File: src/rtl/lvds_rx_lock_ctrl.sv
// LVDS RX lock sequencer: drives deserializer io_reset, locks on frame geometry, gates video (optional LVDS_RX_STATS_EN counters).
// Latency: video out is registered, 1 cycle after input; no backpressure, the pixel stream is free-running.
module lvds_rx_lock_ctrl #(
  parameter int P_H_ACTIVE     = 1920,
  parameter int P_V_ACTIVE     = 1080,
  parameter int P_LOCK_FRAMES  = 3,
  parameter int P_LOSS_FRAMES  = 2,
  parameter int P_RETRY_FRAMES = 8,
  parameter int P_RST_CYCLES   = 16,
  parameter int P_VS_TIMEOUT   = 4_000_000
) (
  input  logic        i_rst_n,
  input  logic        w_pixel_clk,
  input  logic        i_vs,
  input  logic        i_hs,
  input  logic        i_de,
  input  logic [23:0] i_data,
  output logic        o_io_reset,
  output logic        o_locked,
  output logic [2:0]  o_state,
  output logic        o_vs,
  output logic        o_hs,
  output logic        o_de,
  output logic [23:0] o_data,
  output logic [11:0] o_h_meas,
  output logic [11:0] o_v_meas,
  output logic [31:0] o_frame_cnt,
  output logic [15:0] o_err_cnt
);

  localparam int TW = $clog2(P_VS_TIMEOUT + 1);
  localparam int RW = $clog2(P_RST_CYCLES + 1);

  localparam logic [11:0]   H_ACT    = 12'(P_H_ACTIVE);
  localparam logic [11:0]   V_ACT    = 12'(P_V_ACTIVE);
  localparam logic [15:0]   LOCK_N   = 16'(P_LOCK_FRAMES);
  localparam logic [15:0]   LOSS_N   = 16'(P_LOSS_FRAMES);
  localparam logic [15:0]   RETRY_N  = 16'(P_RETRY_FRAMES);
  localparam logic [TW-1:0] TO_LAST  = TW'(P_VS_TIMEOUT - 1);
  localparam logic [RW-1:0] RST_LAST = RW'(P_RST_CYCLES - 1);

  typedef enum logic [2:0] {
    ST_RST_IO  = 3'd0,
    ST_SYNC    = 3'd1,
    ST_MEASURE = 3'd2,
    ST_LOCKED  = 3'd3
  } state_t;

  state_t state, state_next;

  logic          vs_d, de_d;
  logic          vs_rise, line_end;
  logic [11:0]   h_cnt, v_cnt, v_cnt_close;
  logic          frame_bad, frame_bad_close, frame_good;
  logic [TW-1:0] to_cnt;
  logic          timeout;
  logic [RW-1:0] rst_cnt;
  logic          rst_done;
  logic [15:0]   good_cnt, bad_cnt, good_cnt_next, bad_cnt_next;
  logic [15:0]   good_inc, bad_inc;
  logic          out_en, out_en_next;

  assign vs_rise  = i_vs & ~vs_d;
  assign line_end = ~i_de & de_d;

  // A line ending in the vs_rise cycle still belongs to the frame being closed.
  assign v_cnt_close     = (line_end && v_cnt != 12'hFFF) ? v_cnt + 12'd1 : v_cnt;
  assign frame_bad_close = frame_bad | (line_end & (h_cnt != H_ACT));
  assign frame_good      = (v_cnt_close == V_ACT) & ~frame_bad_close;

  assign timeout  = (state != ST_RST_IO) && (to_cnt == TO_LAST);
  assign rst_done = (rst_cnt == RST_LAST);
  assign good_inc = good_cnt + 16'd1;
  assign bad_inc  = bad_cnt + 16'd1;

  always_ff @(posedge w_pixel_clk or negedge i_rst_n) begin
    if (!i_rst_n) begin
      state    <= ST_RST_IO;
      good_cnt <= '0;
      bad_cnt  <= '0;
    end else begin
      state    <= state_next;
      good_cnt <= good_cnt_next;
      bad_cnt  <= bad_cnt_next;
    end
  end

  always_comb begin
    state_next    = state;
    good_cnt_next = good_cnt;
    bad_cnt_next  = bad_cnt;
    case (state)
      ST_RST_IO: begin
        good_cnt_next = '0;
        bad_cnt_next  = '0;
        if (rst_done) state_next = ST_SYNC;
      end
      ST_SYNC: begin
        if (timeout) begin
          state_next = ST_RST_IO;
        end else if (vs_rise) begin
          state_next    = ST_MEASURE;
          good_cnt_next = '0;
          bad_cnt_next  = '0;
        end
      end
      ST_MEASURE: begin
        if (timeout) begin
          state_next = ST_RST_IO;
        end else if (vs_rise) begin
          if (frame_good) begin
            good_cnt_next = good_inc;
            bad_cnt_next  = '0;
            if (good_inc >= LOCK_N) state_next = ST_LOCKED;
          end else begin
            good_cnt_next = '0;
            bad_cnt_next  = bad_inc;
            if (bad_inc >= RETRY_N) state_next = ST_RST_IO;
          end
        end
      end
      ST_LOCKED: begin
        if (timeout) begin
          state_next = ST_RST_IO;
        end else if (vs_rise) begin
          if (frame_good) begin
            bad_cnt_next = '0;
          end else begin
            bad_cnt_next = bad_inc;
            if (bad_inc >= LOSS_N) state_next = ST_RST_IO;
          end
        end
      end
      default: state_next = ST_RST_IO;
    endcase
  end

  always_comb begin
    o_io_reset = (state == ST_RST_IO);
    o_locked   = (state == ST_LOCKED);
    o_state    = state;
  end

  always_ff @(posedge w_pixel_clk or negedge i_rst_n) begin
    if (!i_rst_n) begin
      rst_cnt <= '0;
      to_cnt  <= '0;
    end else begin
      rst_cnt <= (state == ST_RST_IO) ? rst_cnt + 1'b1 : '0;
      to_cnt  <= (state == ST_RST_IO || vs_rise) ? '0 : to_cnt + 1'b1;
    end
  end

  always_ff @(posedge w_pixel_clk or negedge i_rst_n) begin
    if (!i_rst_n) begin
      vs_d      <= 1'b0;
      de_d      <= 1'b0;
      h_cnt     <= '0;
      v_cnt     <= '0;
      frame_bad <= 1'b0;
      o_h_meas  <= '0;
      o_v_meas  <= '0;
    end else begin
      vs_d <= i_vs;
      de_d <= i_de;
      if (state == ST_RST_IO) begin
        h_cnt     <= '0;
        v_cnt     <= '0;
        frame_bad <= 1'b0;
      end else begin
        if (line_end) begin
          o_h_meas <= h_cnt;
          h_cnt    <= '0;
        end else if (i_de && h_cnt != 12'hFFF) begin
          h_cnt <= h_cnt + 12'd1;
        end
        if (vs_rise) begin
          o_v_meas  <= v_cnt_close;
          v_cnt     <= '0;
          frame_bad <= 1'b0;
        end else begin
          v_cnt     <= v_cnt_close;
          frame_bad <= frame_bad_close;
        end
      end
    end
  end

  // Passing opens only on a VS edge, so downstream never sees a partial frame.
  assign out_en_next = (state_next == ST_LOCKED) && (vs_rise || out_en);

  always_ff @(posedge w_pixel_clk or negedge i_rst_n) begin
    if (!i_rst_n) begin
      out_en <= 1'b0;
      o_vs   <= 1'b0;
      o_hs   <= 1'b0;
      o_de   <= 1'b0;
      o_data <= '0;
    end else begin
      out_en <= out_en_next;
      o_vs   <= out_en_next & i_vs;
      o_hs   <= out_en_next & i_hs;
      o_de   <= out_en_next & i_de;
      o_data <= out_en_next ? i_data : '0;
    end
  end

`ifdef LVDS_RX_STATS_EN
  logic [31:0] frame_cnt;
  logic [15:0] err_cnt;

  // Statistics survive RST_IO re-syncs; only the block reset clears them.
  always_ff @(posedge w_pixel_clk or negedge i_rst_n) begin
    if (!i_rst_n) begin
      frame_cnt <= '0;
      err_cnt   <= '0;
    end else if (vs_rise && (state == ST_MEASURE || state == ST_LOCKED)) begin
      if (frame_good)
        frame_cnt <= frame_cnt + 32'd1;
      else if (err_cnt != 16'hFFFF)
        err_cnt <= err_cnt + 16'd1;
    end
  end

  assign o_frame_cnt = frame_cnt;
  assign o_err_cnt   = err_cnt;
`else
  assign o_frame_cnt = '0;
  assign o_err_cnt   = '0;
`endif

endmodule

File: config.mk
export PLATFORM = sky130hd
export DESIGN_NAME = lvds_rx_lock_ctrl
export DESIGN_NICKNAME = d
export VERILOG_FILES = /design/src/rtl/lvds_rx_lock_ctrl.sv
export SDC_FILE = /design/constraint.sdc
export NUM_CORES = 1
export LEC_CHECK = 0
export ABC_AREA = 1
export BUFFER_PORTS_ARGS = -buffer_cell sky130_fd_sc_hd__buf_4
export CAP_MARGIN = 25
export CORE_UTILIZATION = 55
export DETAILED_ROUTE_END_ITERATION = 12
export PLACE_DENSITY_LB_ADDON = 0.2
export SETUP_SLACK_MARGIN = 0.3
export SLEW_MARGIN = 30
export SYNTH_ARGS = -nofsm -noshare
export SYNTH_HDL_FRONTEND = slang
export SYNTH_SLANG_ARGS = --single-unit
File: constraint.sdc
create_clock -name w_pixel_clk -period 6.6 [get_ports w_pixel_clk]
set_input_delay 1.32 -clock w_pixel_clk [delete_from_list [all_inputs] [get_ports w_pixel_clk]]
set_output_delay 1.32 -clock w_pixel_clk [all_outputs]
set_load 0.01 [all_outputs]
After elaboration in Yosys (flattened, before gate mapping)
Cells that the tools add are included.

cells by class
  add/sub/neg operators = 6
  order comparisons = 3
  mux-type cells = 34
  reduce and logical (&&, ||, !) cells = 16
  bitwise gates (word level) = 12
  equality and inequality tests = 16

operators by type and width
  kind                                                                 count
  two-way mux 16 bit                                                   8
  one-hot mux 16 bit (3 select lines)                                  2
  two-way mux 12 bit                                                   6
  two-way mux 3 bit                                                    12
  adder 16 x 1 -> 16 bit (second input constant)                       2
  greater-or-equal comparator 16 x 2 -> 1 bit (second input constant)  2
  adder 12 x 1 -> 12 bit (second input constant)                       2
  two-way mux 24 bit                                                   1
  inequality test 12 bit (second input constant)                       2
  adder 22 x 1 -> 22 bit (second input constant)                       1
  == test 22 bit (second input constant)                               1
  two-way mux 22 bit                                                   1
  greater-or-equal comparator 16 x 4 -> 1 bit (second input constant)  1
  == test 12 x 11 -> 1 bit (second input constant)                     1
  inequality test 12 x 11 -> 1 bit (second input constant)             1
  one-hot mux 3 bit (4 select lines)                                   1
  nonzero test 3 bit                                                   4
  inequality test 2 bit (second input constant)                        5
  AND reduction 5 bit                                                  2
  == test 3 x 2 -> 1 bit (second input constant)                       3
  AND 1 bit                                                            7
  adder 5 x 1 -> 5 bit (second input constant)                         1
  == test 5 x 4 -> 1 bit (second input constant)                       1
  two-way mux 5 bit                                                    1
  10 further kinds                                                     19

storage, ports and cells
  bits in registers = 141
  output and inout bits = 104
  word-level logic and storage cells = 104

Depth between registers and ports, before layout
  depth in word-level cells = 13
  gate-level depth with buffers = 18
  mapped depth without buffers = 17

Worst setup path before layout
OpenSTA, ideal clock, no wires.

  path type = in2reg
  start point = input i_de
  end point = register o_data[10]
  stages = 15
  required time = 6.533 ns
  setup slack = 3.665 ns
  data arrival time = 2.868 ns
  buffers on the path = 2
  cell sequence = nor2_4 > buf_2 > nand4_1 > nand2_1 > nand2_1 > nor2_1 > nand2_1 > nor2_4 > nand2_2 > nand2_1 > nand3_1 > nand2_2 > nand3_4 > buf_12 > nor2_4

on the way
  cells in the longest elaborated chain, start to end = 13
  elaborated cells between the ends (all ways) = 19

ends and longest elaborated chain
  what                                                           RTL line  RTL
  start, declared                                                16        input logic i_de,
  NOT 1 bit *                                                    64        assign line_end = ~i_de & de_d;
  AND 1 bit *                                                    64
  logical AND 1 bit / AND 1 bit (equally long branches)          67, 68
  two-way mux 12 bit / bitwise OR 1 bit (equally long branches)  67, 68
  == test 12 x 11 -> 1 bit / NOT 1 bit (equally long branches)   69        assign frame_good = (v_cnt_close == V_ACT) & ~frame_bad_close;
  AND 1 bit *                                                    69
  two-way mux 3 bit (on tied branches)                           126, 111
  two-way mux 3 bit (on tied branches)                           125, 110
  two-way mux 3 bit (on tied branches)                           123, 108
  one-hot mux 3 bit (4 select lines) *                           92        case (state)
  == test 3 x 2 -> 1 bit *                                       190       assign out_en_next = (state_next == ST_LOCKED) && (vs_rise || out_en);
  logical AND 1 bit *                                            190
  two-way mux 24 bit *                                           204       o_data <= out_en_next ? i_data : '0;
  end signal, assigned                                           204
  end, declared                                                  24        output logic [23:0] o_data,

Mark *: on every way between the ends. The rest lies on a longest branch, timed or not.
A chain may end at the register's enable or synchronous reset.

Final worst setup path
  start point = input i_de
  end point = register o_data[1]

Same word-level chain as after synthesis.

==> impl_metrics.csv <==
group,metric,value,unit
logic_synthesis,async_reset_ff_frac,1.00,
grt,grt_max_degree,85,
layout,final_util,0.658,
pwr,p_leak,4.26,nW
grt,grt_pass1_vias,5728,
outcome,status,"complete, no violations",
logic_synthesis,synth_fa_ha_area_frac,0.0165,
critical_path,worstPathCellList,"buf_4 > nor2_4 > nand2_8 > nand2_1 > nand2_1 > nor2_1 > nand3_2 > nor2_2 > nand2_2 > nand2_1 > nand3_1 > nand2_2 > nand3_4 > nor2_1",
logic_synthesis,syn_area,7570,um2
logic_synthesis,syn_inst,929,
grt,grt_pass1_wl,26500,um
layout,fin_nets,1057,
die,io_pins,133,
pwr,ir_worst_vdd,0.000182,V
grt,grt_overflow,0,
logic_synthesis,yosys.area.top_type,"dfrtp_1",
detailed_routing,top_layer_used,"met4",
timing,timing.final.crit_share,0.492,
detailed_routing,wl,15600,um
layout,insertedDiodeCount,0,
timing,setup_viol,0,
logic_synthesis,synth_top_area_share,0.466,
timing,hold_viol,0,
grt,antenna_found_initial,0,
critical_path,r2r-start,"v_cnt[0]$_DFF_PN0_",
critical_path,worst-path-buf-inv,1,
detailed_routing,wl_per_cell,12.9,um
timing,layout_min_cycle_time,3.25,ns
clock_tree,cts_sinks,141,
critical_path,max_stage_delay,0.50,ns
logic_synthesis,synth_edf_count,0,
detailed_routing,drtPass1Iterations,7,
placement,dp_hpwl,11200,um
timing,finClkSkew,0.00839,ns
clock_tree,cts_setup_buffers,0,
detailed_routing,viasPerCell,5.12,
placement,dpl-instance-area,8170,um2
layout,design_area,8780,um2
timing,max_freq,308,MHz
logic_synthesis,yosys.area_share.simple,0.282,
die,rows,42,
clock_tree,cts_tree,"yes",
job,drv_cap,0,
critical_path,required,6.93,ns
logic_synthesis,synthMuxAreaShare,0.00446,
die,dieArea,14200,um2
detailed_routing,drc,0,
layout,drive_gt1_frac,0.171,
clock_tree,cts_made_buffers,17,
detailed_routing,ant_nets,0,
logic_synthesis,ys_types,47,
critical_path,path_class,"input port to flop",
layout,area_growth,15.9,%
hold_path,hp-class,"flop to flop",
pwr,power,2.04,mW
logic_synthesis,synth-main-ff-cell,"dfrtp_1",
placement,io_buffers,84,
logic_synthesis,synth_top_family_by_area,"simple AND/OR/NAND/NOR gates",
die,core,13300,um2
detailed_routing,dr_wl_met3,981,um
detailed_routing,drt-initial-drc-count,488,
pwr,power.density,232,nW/um2
timing,grt_setup_unrepaired,"false",
layout,final_common_cell,"nand2_1",
timing,drv_slew,0,
logic_synthesis,ys_ff_latch,141,
critical_path,timing.critical_path.from,"i_de",
critical_path,critPathCaptureType,"flop",
die,start_util,0.567,
critical_path,critical-path-top-delay-family,"simple AND/OR/NAND/NOR gates",
detailed_routing,wl_met2,7330,um
logic_synthesis,synth_area_leaders,"dfrtp_1, nand2_1, inv_1",
clock_tree,cts_hold_buf,0,
timing,finalSetupTns,0,ns
layout,layout_common_cells,"nand2_1, dfrtp_1, inv_1, nor2_1, buf_4",
clock_tree,post_cts_resized,0,
layout,n_fill_cell,1147,
clock_tree,htreeDepth,4,
hold_path,min-delay-start,"to_cnt[0]$_DFF_PN0_",
logic_synthesis,avgSynthCellArea,8.15,um2
layout,multi_input_area,3290,um2
detailed_routing,m1WireLength,6950,um
clock_tree,cts-root-buf,"clkbuf_16",
critical_path,timing.critical_path.from_type,"input port",
clock_tree,clock_path_buffers,2,
critical_path,crit_arrival,3.58,ns
clock_tree,clk_latency,0.43,ns
critical_path,crit_path_top_delay_cell,"nand3_4",
logic_synthesis,yosysSeqAreaShare,0.466,
timing,slew_headroom,0.423,
clock_tree,clk_transition_reported_paths,0.06,ns
timing,hold-worst-slack,0.455,ns
critical_path,critPathMostFrequentCell,"nand2_1",
critical_path,cp_max_fo,28,
logic_synthesis,yosys_warnings,0,
logic_synthesis,synth_xor_area_frac,0.0183,
layout,seq_area,3530,um2
detailed_routing,via_count,6175,
die,dieHeight,119,um
grt,grt_use_total,0.235,
logic_synthesis,synth-compound-area-share,0.0886,
die,die_width,119,um
timing,worst_pin_slew,0.862,ns
placement,place.gp.congestion,0.910,
-- through the flow --
| step | cells | setup slack [ns] |
|---|---|---|
| 5_1_grt | 1207 | 3.03 |
| 4_1_cts | 1207 | 3.34 |
| 6_report | 1207 | 3.35 |
| 2_1_floorplan | 977 | 3.66 |
| 3_3_place_gp | 1175 | 3.02 |
| 3_5_place_dp | 1175 | 2.95 |
-- flip-flops by register name, summed over array words and instances (netlist names), 3 cells and up --
name / cells
h_cnt: 12
o_state: 3
o_h_meas: 12
v_cnt: 12
bad_cnt: 16
good_cnt: 16
to_cnt: 22
o_data: 24
rst_cnt: 5
o_v_meas: 12
-- logic make-up after synthesis --
kind of cell | count (synthesis)
compound gates | 120
xor+xnor | 15
fa+ha+maj | 10
buf+inv | 189
flops | 141
mux | 3
other cells | 1
simple gates | 450
-- power by group --
part / leakage, nW / switching, mW / internal, mW
Combinational: 2.01 / 0.101 / 0.0492
Clock: 0.296 / 0.404 / 0.583
Sequential: 1.95 / 0.0154 / 0.884
Total: 4.26 / 0.521 / 1.52
-- synthesized netlist by cell type (all sizes together) (2+ instances only) --
master  instances
nand2         213
buf            53
or3             2
a221oi          2
o21a            2
dfrtp         141
a21oi          32
nor3           12
a31oi           2
nand3          49
inv           124
xnor2           4
nor4            4
mux2            3
o22ai          18
xor2           11
nor2          134
nand3b          2
o21ai          59
ha             10
clkbuf         11
nand4          30
-- worst paths after layout --
kind                                            end  slack (ns)  cells past startpoint
setup / recovery                o_data[1]$_DFF_PN0_        3.35                     14
setup reg to reg                o_data[1]$_DFF_PN0_        3.42                     15
max in group asynchronous      o_data[22]$_DFF_PN0_        4.46                      2
hold reg to reg                 to_cnt[0]$_DFF_PN0_        0.45                      1
hold / removal                  to_cnt[0]$_DFF_PN0_        0.45                      1
min in group asynchronous  good_cnt[12]$_DFFE_PN0P_        0.93                      1
-- layer usage --
layer,vias up,global-route usage
met2,195,0.367
met1,2870,0.306
met3,33,0.0613
met5,-,0
met4,0,0.109
li1,3077,-
-- final cells by class --
cell class                 count  area share
multi-input combinational    647       0.375
sequential                   141       0.402
clock buffer                  18      0.0500
inverter                     125      0.0543
timing repair buffer          86      0.0740
tap                          176      0.0251
clock inverter                14      0.0197
No activity file was read; power rests on OpenSTA's default activity.
